<file path="config.mk">
export PLATFORM = sky130hd
export DESIGN_NAME = branch_ex_flat
export DESIGN_NICKNAME = d
export VERILOG_FILES = /design/src/rtl/branch_ex_pkg.sv /design/src/rtl/branch_ex_if.sv /design/src/rtl/branch_cmp.sv /design/src/rtl/branch_ex.sv /design/src/flat_wrapper.sv
export SDC_FILE = /design/constraint.sdc
export NUM_CORES = 1
export LEC_CHECK = 0
export ABC_AREA = 1
export CORE_MARGIN = 2
export CORE_UTILIZATION = 35
export DETAILED_ROUTE_END_ITERATION = 10
export PLACE_DENSITY = 0.65
export SLEW_MARGIN = 20
export SYNTH_ARGS = -nofsm -noshare
export SYNTH_HDL_FRONTEND = slang
export SYNTH_SLANG_ARGS = --single-unit
</file>
<file path="constraint.sdc">
create_clock -name clk -period 2.6 [get_ports clk]
set_input_delay 0.26 -clock clk [delete_from_list [all_inputs] [get_ports clk]]
set_output_delay 0.26 -clock clk [all_outputs]
set_load 0.005 [all_outputs]
</file>
<file path="src/rtl/branch_ex_pkg.sv">
// Shared definitions for the branch execution unit: opcode encodings,
// idle values for tag/data buses, FSM state type and small helpers.
package branch_ex_pkg;

  localparam int unsigned OP_W  = 6;
  localparam int unsigned MAX_W = 64;

  localparam logic [OP_W-1:0] OP_NOP  = 6'd0;
  localparam logic [OP_W-1:0] OP_BEQ  = 6'd1;
  localparam logic [OP_W-1:0] OP_BNE  = 6'd2;
  localparam logic [OP_W-1:0] OP_BLT  = 6'd3;
  localparam logic [OP_W-1:0] OP_BGE  = 6'd4;
  localparam logic [OP_W-1:0] OP_BLTU = 6'd5;
  localparam logic [OP_W-1:0] OP_BGEU = 6'd6;
  localparam logic [OP_W-1:0] OP_JAL  = 6'd7;
  localparam logic [OP_W-1:0] OP_JALR = 6'd8;

  // Idle bus values; truncated to the instance width at the point of use.
  localparam logic [MAX_W-1:0] TAG_FREE_ALL  = '1;
  localparam logic [MAX_W-1:0] DATA_FREE_ALL = '0;

  typedef enum logic [1:0] {
    ST_IDLE,
    ST_EXEC,
    ST_HOLD,
    ST_FLUSH
  } state_t;

  // Jumps that write a link register.
  function automatic logic is_link(input logic [OP_W-1:0] op);
    return (op == OP_JAL) || (op == OP_JALR);
  endfunction

endpackage

</file>
<file path="src/rtl/branch_ex_if.sv">
// Issue / CDB / redirect bundle between the branch reservation station side
// (master) and the branch execution unit (slave).
interface branch_ex_if #(
  parameter int unsigned DATA_W = 32,
  parameter int unsigned TAG_W  = 4
);
  import branch_ex_pkg::*;

  logic              BranchWorkEn;
  logic [DATA_W-1:0] operandO;
  logic [DATA_W-1:0] operandT;
  logic [DATA_W-1:0] imm;
  logic [OP_W-1:0]   opCode;
  logic [DATA_W-1:0] PC;
  logic              predTaken;
  logic [TAG_W-1:0]  rdTag;
  logic              BranchReady;
  logic              enBranchWrt;
  logic [TAG_W-1:0]  BranchTag;
  logic [DATA_W-1:0] BranchData;
  logic              cdbGrant;
  logic              jumpEn;
  logic [DATA_W-1:0] jumpAddr;

  modport master (
    output BranchWorkEn, operandO, operandT, imm, opCode, PC, predTaken,
           rdTag, cdbGrant,
    input  BranchReady, enBranchWrt, BranchTag, BranchData, jumpEn, jumpAddr
  );

  modport slave (
    input  BranchWorkEn, operandO, operandT, imm, opCode, PC, predTaken,
           rdTag, cdbGrant,
    output BranchReady, enBranchWrt, BranchTag, BranchData, jumpEn, jumpAddr
  );

endinterface

</file>
<file path="src/rtl/branch_cmp.sv">
// Combinational branch condition and target computation.
module branch_cmp
  import branch_ex_pkg::*;
#(
  parameter int unsigned DATA_W = 32
) (
  input  logic [OP_W-1:0]   op,
  input  logic [DATA_W-1:0] rs1,
  input  logic [DATA_W-1:0] rs2,
  input  logic [DATA_W-1:0] imm,
  input  logic [DATA_W-1:0] pc,
  output logic              taken_c,
  output logic [DATA_W-1:0] target_c,
  output logic [DATA_W-1:0] link_c
);

  logic [DATA_W-1:0] pc_rel;
  logic [DATA_W-1:0] reg_rel;

  // Condition evaluation; unknown opcodes resolve as not taken.
  always_comb begin
    taken_c = 1'b0;
    case (op)
      OP_BEQ:  taken_c = (rs1 == rs2);
      OP_BNE:  taken_c = (rs1 != rs2);
      OP_BLT:  taken_c = ($signed(rs1) <  $signed(rs2));
      OP_BGE:  taken_c = ($signed(rs1) >= $signed(rs2));
      OP_BLTU: taken_c = (rs1 <  rs2);
      OP_BGEU: taken_c = (rs1 >= rs2);
      OP_JAL:  taken_c = 1'b1;
      OP_JALR: taken_c = 1'b1;
      default: taken_c = 1'b0;
    endcase
  end

  // Targets wrap modulo 2^DATA_W; JALR target is halfword aligned.
  always_comb begin
    pc_rel   = pc + imm;
    reg_rel  = rs1 + imm;
    link_c   = pc + DATA_W'(4);
    target_c = (op == OP_JALR) ? {reg_rel[DATA_W-1:1], 1'b0} : pc_rel;
  end

endmodule

</file>
<file path="src/rtl/branch_ex.sv">
// Branch execution unit: resolves one branch/jump at a time, pulses a fetch
// redirect on mispredict or JALR, writes JAL/JALR link values to the CDB and
// blocks issue for FLUSH_CYC cycles after a redirect.
// Optional feature macro: BRANCH_STAT_EN adds statBranches/statMispredicts.
module branch_ex
  import branch_ex_pkg::*;
#(
  parameter int unsigned DATA_W    = 32,
  parameter int unsigned TAG_W     = 4,
  parameter int unsigned FLUSH_CYC = 2
) (
  input  logic        clk,
  input  logic        rst,
  branch_ex_if.slave  bus
`ifdef BRANCH_STAT_EN
  ,
  output logic [31:0] statBranches,
  output logic [31:0] statMispredicts
`endif
);

  localparam int unsigned CNT_W = 4;
  localparam logic [TAG_W-1:0]  TAG_FREE  = TAG_W'(TAG_FREE_ALL);
  localparam logic [DATA_W-1:0] DATA_FREE = DATA_W'(DATA_FREE_ALL);

  state_t            state;
  logic [CNT_W-1:0]  flush_cnt;
  logic              redirect_q;

  logic              taken_c;
  logic [DATA_W-1:0] target_c;
  logic [DATA_W-1:0] link_c;
  logic              issue_c;
  logic              redir_c;
  logic              wr_c;

  branch_cmp #(.DATA_W(DATA_W)) u_cmp (
    .op       (bus.opCode),
    .rs1      (bus.operandO),
    .rs2      (bus.operandT),
    .imm      (bus.imm),
    .pc       (bus.PC),
    .taken_c  (taken_c),
    .target_c (target_c),
    .link_c   (link_c)
  );

  // Issue qualification and resolution of the instruction being accepted.
  always_comb begin
    issue_c = bus.BranchWorkEn && bus.BranchReady && (bus.opCode != OP_NOP);
    redir_c = (taken_c != bus.predTaken) || (bus.opCode == OP_JALR);
    wr_c    = is_link(bus.opCode) && (bus.rdTag != TAG_FREE);
  end

  // FSM with registered outputs; results are registered on issue so they are
  // presented during the EXEC cycle.
  always_ff @(posedge clk) begin
    if (!rst) begin
      state           <= ST_IDLE;
      flush_cnt       <= '0;
      redirect_q      <= 1'b0;
      bus.BranchReady <= 1'b1;
      bus.jumpEn      <= 1'b0;
      bus.jumpAddr    <= DATA_FREE;
      bus.enBranchWrt <= 1'b0;
      bus.BranchTag   <= TAG_FREE;
      bus.BranchData  <= DATA_FREE;
    end else begin
      bus.jumpEn   <= 1'b0;
      bus.jumpAddr <= DATA_FREE;
      case (state)
        ST_IDLE: begin
          if (issue_c) begin
            state           <= ST_EXEC;
            bus.BranchReady <= 1'b0;
            redirect_q      <= redir_c;
            bus.jumpEn      <= redir_c;
            if (redir_c) begin
              bus.jumpAddr <= taken_c ? target_c : link_c;
            end
            if (wr_c) begin
              bus.enBranchWrt <= 1'b1;
              bus.BranchTag   <= bus.rdTag;
              bus.BranchData  <= link_c;
            end
          end
        end
        ST_EXEC, ST_HOLD: begin
          if (bus.enBranchWrt && !bus.cdbGrant) begin
            state <= ST_HOLD;
          end else begin
            bus.enBranchWrt <= 1'b0;
            bus.BranchTag   <= TAG_FREE;
            bus.BranchData  <= DATA_FREE;
            redirect_q      <= 1'b0;
            if (redirect_q) begin
              state     <= ST_FLUSH;
              flush_cnt <= CNT_W'(FLUSH_CYC - 1);
            end else begin
              state           <= ST_IDLE;
              bus.BranchReady <= 1'b1;
            end
          end
        end
        ST_FLUSH: begin
          if (flush_cnt == '0) begin
            state           <= ST_IDLE;
            bus.BranchReady <= 1'b1;
          end else begin
            flush_cnt <= flush_cnt - CNT_W'(1);
          end
        end
        default: begin
          state           <= ST_IDLE;
          bus.BranchReady <= 1'b1;
        end
      endcase
    end
  end

`ifdef BRANCH_STAT_EN
  // Resolved-branch and redirect counters, free-running with wrap.
  always_ff @(posedge clk) begin
    if (!rst) begin
      statBranches    <= '0;
      statMispredicts <= '0;
    end else begin
      if (state == ST_EXEC) begin
        statBranches <= statBranches + 32'd1;
      end
      if (bus.jumpEn) begin
        statMispredicts <= statMispredicts + 32'd1;
      end
    end
  end
`endif

endmodule

</file>
<file path="src/flat_wrapper.sv">
// flat-port wrapper written by rule: the top's interface ports become plain ports
module branch_ex_flat import branch_ex_pkg::*;
#(
  parameter int unsigned DATA_W    = 32,
  parameter int unsigned TAG_W     = 4,
  parameter int unsigned FLUSH_CYC = 2
)
  (clk, rst, bus_BranchWorkEn, bus_operandO, bus_operandT, bus_imm, bus_opCode, bus_PC, bus_predTaken, bus_rdTag, bus_cdbGrant, bus_BranchReady, bus_enBranchWrt, bus_BranchTag, bus_BranchData, bus_jumpEn, bus_jumpAddr);
  branch_ex_if #(.DATA_W(DATA_W), .TAG_W(TAG_W)) bus_i ();
  input  logic clk;
  input  logic rst;
  input wire logic [$bits(bus_i.BranchWorkEn)-1:0] bus_BranchWorkEn;
  input wire logic [$bits(bus_i.operandO)-1:0] bus_operandO;
  input wire logic [$bits(bus_i.operandT)-1:0] bus_operandT;
  input wire logic [$bits(bus_i.imm)-1:0] bus_imm;
  input wire logic [$bits(bus_i.opCode)-1:0] bus_opCode;
  input wire logic [$bits(bus_i.PC)-1:0] bus_PC;
  input wire logic [$bits(bus_i.predTaken)-1:0] bus_predTaken;
  input wire logic [$bits(bus_i.rdTag)-1:0] bus_rdTag;
  input wire logic [$bits(bus_i.cdbGrant)-1:0] bus_cdbGrant;
  output wire logic [$bits(bus_i.BranchReady)-1:0] bus_BranchReady;
  output wire logic [$bits(bus_i.enBranchWrt)-1:0] bus_enBranchWrt;
  output wire logic [$bits(bus_i.BranchTag)-1:0] bus_BranchTag;
  output wire logic [$bits(bus_i.BranchData)-1:0] bus_BranchData;
  output wire logic [$bits(bus_i.jumpEn)-1:0] bus_jumpEn;
  output wire logic [$bits(bus_i.jumpAddr)-1:0] bus_jumpAddr;
  assign bus_i.BranchWorkEn = bus_BranchWorkEn;
  assign bus_i.operandO = bus_operandO;
  assign bus_i.operandT = bus_operandT;
  assign bus_i.imm = bus_imm;
  assign bus_i.opCode = bus_opCode;
  assign bus_i.PC = bus_PC;
  assign bus_i.predTaken = bus_predTaken;
  assign bus_i.rdTag = bus_rdTag;
  assign bus_i.cdbGrant = bus_cdbGrant;
  assign bus_BranchReady = bus_i.BranchReady;
  assign bus_enBranchWrt = bus_i.enBranchWrt;
  assign bus_BranchTag = bus_i.BranchTag;
  assign bus_BranchData = bus_i.BranchData;
  assign bus_jumpEn = bus_i.jumpEn;
  assign bus_jumpAddr = bus_i.jumpAddr;
  branch_ex #(.DATA_W(DATA_W), .TAG_W(TAG_W), .FLUSH_CYC(FLUSH_CYC)) u_core (.clk(clk), .rst(rst), .bus(bus_i));
endmodule
</file>
Word-level counts from Yosys, hierarchy flattened --
Index checks and enable logic that the tools add are counted.
Word-level totals: register bits 78, input bits 143, logic and storage cells 91
Cells by class: add/subtract/negate cells 4, order comparisons 4, equality and inequality tests 22, mux-type cells 31, reductions and logical operators 21
Operators by type and width (count):
- $mux W32 | 5
- $add A32 B32 Y32 | 2
- $ge A32 B32 Y1 | 2
- $lt A32 B32 Y1 | 2
- $pmux W32 S2 | 1
- $add A32 B3 Y32 const B | 1
- $eq A32 B32 Y1 | 1
- $ne A32 B32 Y1 | 1
- $eq A6 B3 Y1 const B | 4
- $mux W4 | 6
- $pmux W4 S2 | 2
- $reduce_and A4 Y1 | 4
- $eq A6 B2 Y1 const B | 2
- $mux W1 | 8
- $mux W2 | 4
- $ne A2 B1 Y1 const B | 4
- $pmux W1 S7 | 1
- $eq A6 B1 Y1 const B | 1
- $eq A6 B4 Y1 const B | 1
- $ne A2 B2 Y1 const B | 3
- $pmux W2 S3 | 1
- $reduce_and A3 Y1 | 2
- $reduce_bool A6 Y1 | 1
- $eq A2 B2 Y1 const B | 2
- 14 further kinds | 21

Depth between registers and ports, before layout --
Gate-level depths: netlist (run 1).
word-level depth 7, mapped depth 23, mapped depth without buffers 22

By module --
A second synthesis (run 1) with hierarchy kept.
Second synthesis, totals: cell total of the unflattened synthesis 1539, area total of the unflattened synthesis 9073.7 µm²
By module, submodules not included:
- branch_cmp | instances 1, cells an instance 1071, area each 5781.8 µm², seq. area each 0.0 µm²
- branch_ex | instances 1, cells an instance 468, area each 3291.9 µm², seq. area each 1561.5 µm²

Worst setup path after synthesis (run 1) --
No wires, ideal clock.
kind input-to-reg, start in bus_PC[0], end reg u_core.bus.jumpAddr[28], library setup time 0.112 ns, data arrival time 2.170 ns, data required time 2.488 ns, setup slack 0.318 ns, stages on the path 17, buffers on the path 0, path through ha_1 > inv_1 > fa_1 > o21ai_0 > a21oi_1 > o21ai_0 > nand2_1 > nand2_1 > nand3_1 > nand2_1 > nand2_1 > nand3_1 > o21ai_0 > nand2_1 > nand2_1 > inv_1 > nor2_1
Between the ends: cells in the longest elaborated chain, start to end 3, elaborated cells on any way between the ends 4
RTL lines:
- from (decl) | RTL line flat_wrapper.sv:17 | input wire logic [$bits(bus_i.PC)-1:0] bus_PC;
- $add A32 B32 Y32 | RTL line branch_cmp.sv:38 | pc_rel = pc + imm;
- $mux W32 | RTL line branch_cmp.sv:41 | target_c = (op == OP_JALR) ? {reg_rel[DATA_W-1:1], 1'b0} : pc_rel;
- $mux W32 * | RTL line branch_ex.sv:79 | bus.jumpAddr <= taken_c ? target_c : link_c;
- to (signal assigned) | RTL line branch_ex.sv:79
- to (decl) | RTL line branch_ex_if.sv:34 | output BranchReady, enBranchWrt, BranchTag, BranchData, jumpEn, jumpAddr
Mark *: on every way between the ends. The rest lies on a longest branch, timed or not. A chain may end at the register's enable or synchronous reset.

Final worst setup path (run 1) --
start in bus_operandO[11], end reg u_core.bus.jumpAddr[25]
Between the ends: cells in the longest elaborated chain, start to end 5, elaborated cells on any way between the ends 13
RTL lines:
- from (decl) | RTL line flat_wrapper.sv:13 | input wire logic [$bits(bus_i.operandO)-1:0] bus_operandO;
- $ge A32 B32 Y1, or another cell as far along | RTL line branch_cmp.sv:29 | OP_BGEU: taken_c = (rs1 >= rs2);
- $pmux W1 S7 | RTL line branch_cmp.sv:23 | case (op)
- $ne A1 B1 Y1 | RTL line branch_ex.sv:51 | redir_c = (taken_c != bus.predTaken) || (bus.opCode == OP_JALR);
- $logic_or A1 B1 Y1 | RTL line branch_ex.sv:51
- $reduce_and A4 Y1 (no line)
Parallel ways exist; a longest one is shown, timed or not.

==> summary.md, run 1 <==
| Metric | Value |
|---|---|
| Max Buffers Root-to-Sink | `2` |
| Core footprint | `24100 sq um` |
| Clock Skew | `0.00786 ns` |
| Status | `finished clean` |
| Mapped Cells | `1392` |
| CP Cell Sequence | `clkdlybuf4s50_1 > ha_4 > a21oi_2 > nand2_1 > a21oi_2 > nand2_2 > nand2_4 > nand2_2 > nand2_2 > nand3_2 > nand2_4 > buf_6 > nand3_4 > nand3_4 > nand3_4 > clkbuf_16 > nor2_4` |
| Final weighted congestion in routability-driven placement | `0.912` |
| Num Clock Sinks | `78` |
| Sequential area share after synthesis | `0.184` |
| Largest net degree at the start of global routing | `37` |
| Post-synth top area share | `0.184` |
| WL/cell | `15.6 um` |
| Post-Syn Nets | `1635` |
| Synth area leader | `dfxtp_1` |
| Cells on worst reg2reg path | `12` |
| Worst setup SP type | `input pin` |
| Multi-input logic area | `6970 sq um` |
| 1st-pass router iterations | `8` |
| Worst hold start | `u_core.bus.BranchData[11]` |
| Root buf cell | `clkbuf_16` |
| Rel. slew slack | `0.678` |
| Die Ht | `160 um` |
| CTS tree | `done` |
| FF/Latch Area | `1560 sq um` |
| Num rows | `57` |
| Mean Syn Cell Area | `6.11 sq um` |
| Layout cells sized above 1 | `0.260` |
| Fill cells | `2287` |
| Fin. Hold Viols | `0` |
| Vias per inst | `4.92` |
| Commonest non-fill, non-tap cell in the layout | `nand2_1` |
| Required time of the critical path | `2.89 ns` |
| Fin Setup TNS | `0 ns` |
| Port Buf Inserts | `213` |
| Final Instance Area | `14500 sq um` |
| Initial core utilization | `0.353` |
| Drt total wl | `34200 um` |
| Max-cap violations | `0` |
| Hpwl dp | `27800 um` |
| Synthesized flop and latch total | `78` |
| H-tree depth | `3` |
| WHS | `0.462 ns` |
| Peak VDD IR | `0.420 mV` |
| Vias | `10833` |
| Global-route wire length before repair | `51000 um` |
| Critical Path Sink Type | `flip-flop` |
| DRC viols | `0` |
| Total track usage | `0.247` |
| Post-CTS Hold Buffers | `0` |
| Max Clock Freq | `392 MHz` |
| WHS Path Cells | `2` |
| Ys flop type | `dfxtp_1` |
| Number of global-route vias before repair | `10235` |
| CTS Buf Count | `9` |
| Static leakage | `7.15 nW` |
| Most frequent cells in the layout | `nand2_1 (280), buf_4 (266), inv_1 (178), clkdlybuf4s50_1 (152), nor2_1 (136)` |
| Final Max Tran Viols | `0` |
| Crit-path leading delay family | `simple AND/OR/NAND/NOR gates` |
| Final global-route overflow total | `0` |
| Initial DRC Count | `761` |
| Die X | `160 um` |
| Critical Path Max Stage Delay | `0.54 ns` |
| WHS Endpoint | `u_core.bus.BranchData[11]` |
| Clk_lat worst skew | `0.34 ns` |
| Area Overhead vs Synth | `71.0%` |
| Yosys cell types | `42` |
| Post-layout min period | `2.55 ns` |
| Yosys warns | `0` |
| Post-DP Area | `13000 sq um` |
| PD cells | `353 nW/um^2` |
| RR Endpoint | `u_core.bus.BranchData[24]` |
| Antenna-violating nets left | `0` |
| Antenna violations before repair | `1` |
| Critical setup path kind | `input pin to flip-flop` |
| WP buf/inv | `3` |
| Post-synth EDFFs | `0` |
| Fin crit share | `0.981` |
| R2r setup slk | `0.50 ns` |
| Crit Path Max Fanout | `7` |
| Nets | `2113` |
| Crit path arrival time | `2.84 ns` |
| Worst-path clk slew | `0.06 ns` |
| Full die area | `25600 sq um` |
| CP max-delay cell | `clkdlybuf4s50_1` |
| Worst r2r src | `u_core.state[0]` |
| Dominant cells by area after synthesis | `dfxtp_1 (18%), ha_1 (14%), nand2_1 (14%)` |
| Final core utilization | `0.603` |
| Async SR Flop Fraction | `0` |
| Total I/O pin count | `214` |
| Worst slew pin tran | `0.478 ns` |
| Worst hold path type | `flip-flop to flip-flop` |
| Netlist Area Pre-Place | `8500 sq um` |
| Final setup viols | `0` |
## report_power, final
| part | switching [W] | internal (W) |
|---|---|---|
| clock | 0.000507 | 0.000774 |
| sequential | 0.0000369 | 0.00127 |
| combinational | 0.00131 | 0.00124 |
| total | 0.00185 | 0.00328 |
## synth_stat cells, drive strengths merged (3+ instances only)
master,number
nand2,308
inv,205
nor2,174
a21oi,143
o21ai,115
ha,98
dfxtp,78
nand3,74
xor2,36
nor3,25
nand4,19
o21a,14
buf,12
clkbuf,12
xnor2,11
o21bai,10
a22oi,8
nor4,8
or2,7
a21o,5
nand3b,4
a211oi,3
a31oi,3
o211ai,3
o221ai,3
o22ai,3
## through the flow
| step | total power, W | worst slack (ns) | std cells |
|---|---|---|---|
| final | 0.00514 | 0.0497 | 2200 |
| after global routing | 0.00545 | -0.0545 | 2200 |
| after CTS | 0.00490 | 0.0156 | 2191 |
| after detailed placement | 0.00359 | -0.464 | 2172 |
| after global placement | 0.00356 | -0.446 | 2172 |
| after floorplan | 0.00243 | 0.318 | 1392 |
## cell type report
type                       count  share of cell area
antenna                        1            0.000172
clock buffer                  10              0.0164
clock inverter                 6             0.00490
inverter                     207              0.0536
multi-input combinational   1083               0.480
sequential                    78               0.107
tap                          324              0.0279
timing repair buffer         491               0.310
## state kept, by name, indices dropped and copies added, names as in the netlist
register and cells:
u_core.bus.BranchData 32, u_core.state 2, u_core.bus.BranchTag 4, u_core.bus.jumpEn 1, u_core.flush_cnt 4, u_core.bus.enBranchWrt 1
u_core.bus.BranchReady 1, u_core.redirect_q 1, u_core.bus.jumpAddr 32
## per-layer routing
metal / GRT usage / wire (um) / vias to the layer above
met1: 0.326 / 15400 / 4903
li1: - / - / 5565
met5: 0 / 0 / -
met3: 0.0205 / 1540 / 50
met2: 0.428 / 16400 / 315
met4: 0.0749 / 843 / 0
## worst max-delay path by stage
stage | slack [ns] | cells past startpoint | start | endpoint
after floorplan | 0.32 | 17 | bus_PC[0] | u_core.bus.jumpAddr[28]
after global placement | -0.45 | 19 | bus_imm[2] | u_core.bus.jumpAddr[19]
after detailed placement | -0.46 | 16 | bus_operandT[31] | u_core.bus.jumpAddr[20]
after CTS | 0.02 | 16 | bus_imm[2] | u_core.bus.jumpAddr[29]
after global routing | -0.05 | 17 | bus_operandO[15] | u_core.bus.jumpAddr[26]
final | 0.05 | 17 | bus_operandO[11] | u_core.bus.jumpAddr[25]
## worst min-delay path, delay by kind of cell, from the launching register on
kind	cells	cell delay, ns
flip-flops	1	0.30
AO/OA/AOI/OAI	1	0.05
AND/OR/NAND/NOR	1	0.06
## logic make-up after synthesis
logic type,synth area share
and+or+nand+nor,0.311
adders and majority gates,0.149
buffers and inverters,0.107
xor gates and xnor gates,0.0484
DFF,0.184
AOI/OAI and AO/OA,0.201
## what timing repair did
action,in CTS,in global routing
gates cloned,1,3
pin swaps,7,69
resized for setup,22,264
buffers inserted,2,6
endpoints found under the setup margin,33,35
No activity file was read; power rests on OpenSTA's default activity.
==> run 2, diff against run 1 <==
--- a/config.mk
+++ b/config.mk
@@ -6,6 +6,8 @@
 export NUM_CORES = 1
 export LEC_CHECK = 0
 export ABC_AREA = 1
+export ABC_CLOCK_PERIOD_IN_PS = 2600
+export CORE_ASPECT_RATIO = 1.4
 export CORE_MARGIN = 2
 export CORE_UTILIZATION = 35
 export DETAILED_ROUTE_END_ITERATION = 10
==> run 2 against run 1 <==
Wire length fell by 0.14%. Clock skew up 0.0032 ns. Total power shrank 3.3%. Utilization is 0.45 points lower. Worst setup slack better by 0.073 ns. Non-clock buffer count decreased by 1. Global-route usage grew 1.1 points. Clock-buffer cell count is the same. Cell area shrank 1.6%. Critical path depth increased by 1.
==> summary.md, run 2 (same netlist as run 1, synthesis figures left out) <==
| Metric | Value |
|---|---|
| Status | `finished clean (unchanged)` |
| Commonest non-fill, non-tap cell in the layout | `nand2_1 (unchanged)` |
| Design Power | `0.00497 W (was 0.00514 W)` |
| Number of global-route vias before repair | `10487 (was 10235)` |
| PD cells | `347 nW/um^2 (was 353 nW/um^2)` |
| Hpwl dp | `28300 um (was 27800 um)` |
| Final core utilization | `0.599 (was 0.603)` |
| Critical setup path kind | `input pin to flip-flop (unchanged)` |
| Crit-path leading delay family | `simple AND/OR/NAND/NOR gates (unchanged)` |
| Max Clock Freq | `404 MHz (was 392 MHz)` |
| R2r setup slk | `0.52 ns (was 0.50 ns)` |
| Port Buf Inserts | `213 (unchanged)` |
| Max-cap violations | `0 (unchanged)` |
| Initial DRC Count | `540 (was 761)` |
| Crit path arrival time | `2.69 ns (was 2.84 ns)` |
| Worst slew pin tran | `0.503 ns (was 0.478 ns)` |
| Root buf cell | `clkbuf_16 (unchanged)` |
| Most frequent cells in the layout | `nand2_1 (283), buf_4 (266), inv_1 (178), nor2_1 (153), clkdlybuf4s50_1 (135) (was nand2_1 (280), buf_4 (266), inv_1 (178), clkdlybuf4s50_1 (152), nor2_1 (136))` |
| WL/cell | `15.6 um (about the same)` |
| Cells on worst reg2reg path | `10 (was 12)` |
| Vias per inst | `4.96 (was 4.92)` |
| Max Buffers Root-to-Sink | `2 (unchanged)` |
| Crit Path Max Fanout | `4 (was 7)` |
| Final global-route overflow total | `0 (unchanged)` |
| Worst hold path type | `input pin to flip-flop (was flip-flop to flip-flop)` |
| Clock Skew | `0.0111 ns (was 0.00786 ns)` |
| Worst setup SP type | `input pin (unchanged)` |
| Final setup viols | `0 (unchanged)` |
| Fin crit share | `0.953 (was 0.981)` |
| Final weighted congestion in routability-driven placement | `0.900 (was 0.912)` |
| Num Clock Sinks | `78 (unchanged)` |
| CTS Buf Count | `9 (unchanged)` |
| Final Max Tran Viols | `0 (unchanged)` |
| Required time of the critical path | `2.82 ns (was 2.89 ns)` |
| 1st-pass router iterations | `6 (was 8)` |
| Total I/O pin count | `214 (unchanged)` |
| Antenna-violating nets left | `0 (unchanged)` |
| WHS | `0.264 ns (was 0.462 ns)` |
| Peak VDD IR | `0.461 mV (was 0.420 mV)` |
| GRT busiest layer | `met2 (unchanged)` |
| Worst r2r src | `u_core.state[1] (was u_core.state[0])` |
| CP Capture Point | `u_core.redirect_q (was u_core.bus.jumpAddr[25])` |
| M3 GR Usage | `0.0118 (was 0.0205)` |
| Num rows | `67 (was 57)` |
| Nets | `2112 (was 2113)` |
| Antenna violations before repair | `1 (unchanged)` |
| Fin. Hold Viols | `0 (unchanged)` |
| RR Endpoint | `u_core.bus.BranchTag[0] (was u_core.bus.BranchData[24])` |
| Die X | `136 um (was 160 um)` |
| Global-route wire length before repair | `52200 um (was 51000 um)` |
| Critical Path Sink Type | `flip-flop (unchanged)` |
| DRC viols | `0 (unchanged)` |
| Worst Setup SP | `bus_operandO[1] (was bus_operandO[11])` |
| Rel. slew slack | `0.661 (was 0.678)` |
| Post-layout min period | `2.48 ns (was 2.55 ns)` |
| Clk_lat worst skew | `0.33 ns (was 0.34 ns)` |
| Vias | `10830 (was 10833)` |
| Full die area | `25600 sq um (about the same)` |
| Largest net degree at the start of global routing | `39 (was 37)` |
| Die Ht | `188 um (was 160 um)` |
| Post-CTS Hold Buffers | `0 (unchanged)` |
| Worst-path clk slew | `0.06 ns (about the same)` |
| CP max-delay cell | `ha_4 (was clkdlybuf4s50_1)` |
| Core footprint | `23900 sq um (was 24100 sq um)` |
| Area Overhead vs Synth | `68.2% (was 71.0%)` |
| Routing usage on met2 | `0.479 (was 0.428)` |
| WP buf/inv | `5 (was 3)` |
| Met1 Use GR | `0.303 (was 0.326)` |
| Critical Path Max Stage Delay | `0.32 ns (was 0.54 ns)` |
| Final Instance Area | `14300 sq um (was 14500 sq um)` |
| Biggest regs | `u_core.bus.BranchData x32, u_core.bus.jumpAddr x32 (unchanged)` |
| Post-DP Area | `12900 sq um (was 13000 sq um)` |
| Initial core utilization | `0.356 (was 0.353)` |
| Total track usage | `0.258 (was 0.247)` |
| CP Cell Sequence | `clkdlybuf4s15_1 > ha_4 > buf_4 > nand4_1 > nor2_4 > nand2_2 > nand2_1 > and3_1 > nand2_1 > nor2_2 > nand3_4 > nand2_4 > nand3_4 > buf_6 > buf_4 > buf_4 > nand2_1 > a21oi_1 (was clkdlybuf4s50_1 > ha_4 > a21oi_2 > nand2_1 > a21oi_2 > nand2_2 > nand2_4 > nand2_2 > nand2_2 > nand3_2 > nand2_4 > buf_6 > nand3_4 > nand3_4 > nand3_4 > clkbuf_16 > nor2_4)` |
| Drt total wl | `34200 um (about the same)` |
| Layout cells sized above 1 | `0.251 (was 0.260)` |
| H-tree depth | `3 (unchanged)` |
| Static leakage | `7.06 nW (was 7.15 nW)` |
| Fin Setup TNS | `0 ns (unchanged)` |
| Levels on crit path | `18 (was 17)` |
| CTS tree | `done (unchanged)` |
run 2: cell types whose count changed in the layout (fill, tap and decap cells not counted), moves of 3 or more:
cell             change
clkbuf_2             +8
nand2_4              -3
dlygate4sd2_1       +11
dlymetal6s2s_1       -4
nor2_1              +17
nor2_4               -4
a21oi_2              -3
nand3_4              -3
nand2_1              +3
clkdlybuf4s50_1     -17
clkinv_2             +4
nor2_2              -13
run 2: worst min-delay path by stage:
stage                         startpoint                         to  slack, ns  cells after the start
4_1_cts        u_core.bus.BranchData[10]  u_core.bus.BranchData[10]       0.47                      2
3_3_place_gp    u_core.bus.BranchData[4]   u_core.bus.BranchData[4]       0.45                      2
3_5_place_dp   u_core.bus.BranchData[16]  u_core.bus.BranchData[16]       0.46                      2
5_1_grt                        bus_PC[0]   u_core.bus.BranchData[0]       0.28                      3
2_1_floorplan                        rst    u_core.bus.BranchTag[0]       0.34                      1
6_report                       bus_PC[0]   u_core.bus.BranchData[0]       0.26                      3
run 2: where the power goes:
| group | internal (W) | leakage, nW | switching, W |
|---|---|---|---|
| logic | 0.00124 | 6.30 | 0.00130 |
| clock network | 0.000642 | 0.128 | 0.000486 |
| registers | 0.00127 | 0.632 | 0.0000373 |
run 2: final cells by class:
type	instances	area [sq um]
antenna	1	2.50
sequential	78	1560
inverter	207	778
fill	2292	9590
multi-input combinational	1083	6880
tap	310	388
clock buffer	10	229
timing repair buffer	490	4430
clock inverter	6	38.8
run 2: per-stage QoR:
stage	setup slack (ns)	instances
2_1_floorplan	0.318	1392
3_3_place_gp	-0.493	2151
3_5_place_dp	-0.518	2151
4_1_cts	0.00506	2179
5_1_grt	-0.00769	2185
6_report	0.122	2185
run 2: what timing repair did:
item                       in CTS  in global routing
setup buffers                  11                  6
setup endpoints to repair      33                 38
cloned                          2                  1
pin swaps                      29                 64
resized for setup              79                213
run 2: routing by layer:
layer  vias to the layer above  part of all wire
li1                       5554                 -
met4                         0             0.044
met2                       308              0.51
met1                      4901              0.40
met5                         -                 0
met3                        67             0.044
run 2: worst reg2reg max path: stages (launching register included):
cell and delay, ns:
dfxtp_1 0.35, inv_1 0.05, ha_1 0.34, inv_1 0.10, nor2_1 0.18, nor2_1 0.09
nand2_1 0.09, buf_4 0.34, inv_1 0.16, nor2_1 0.13, o21ai_0 0.11
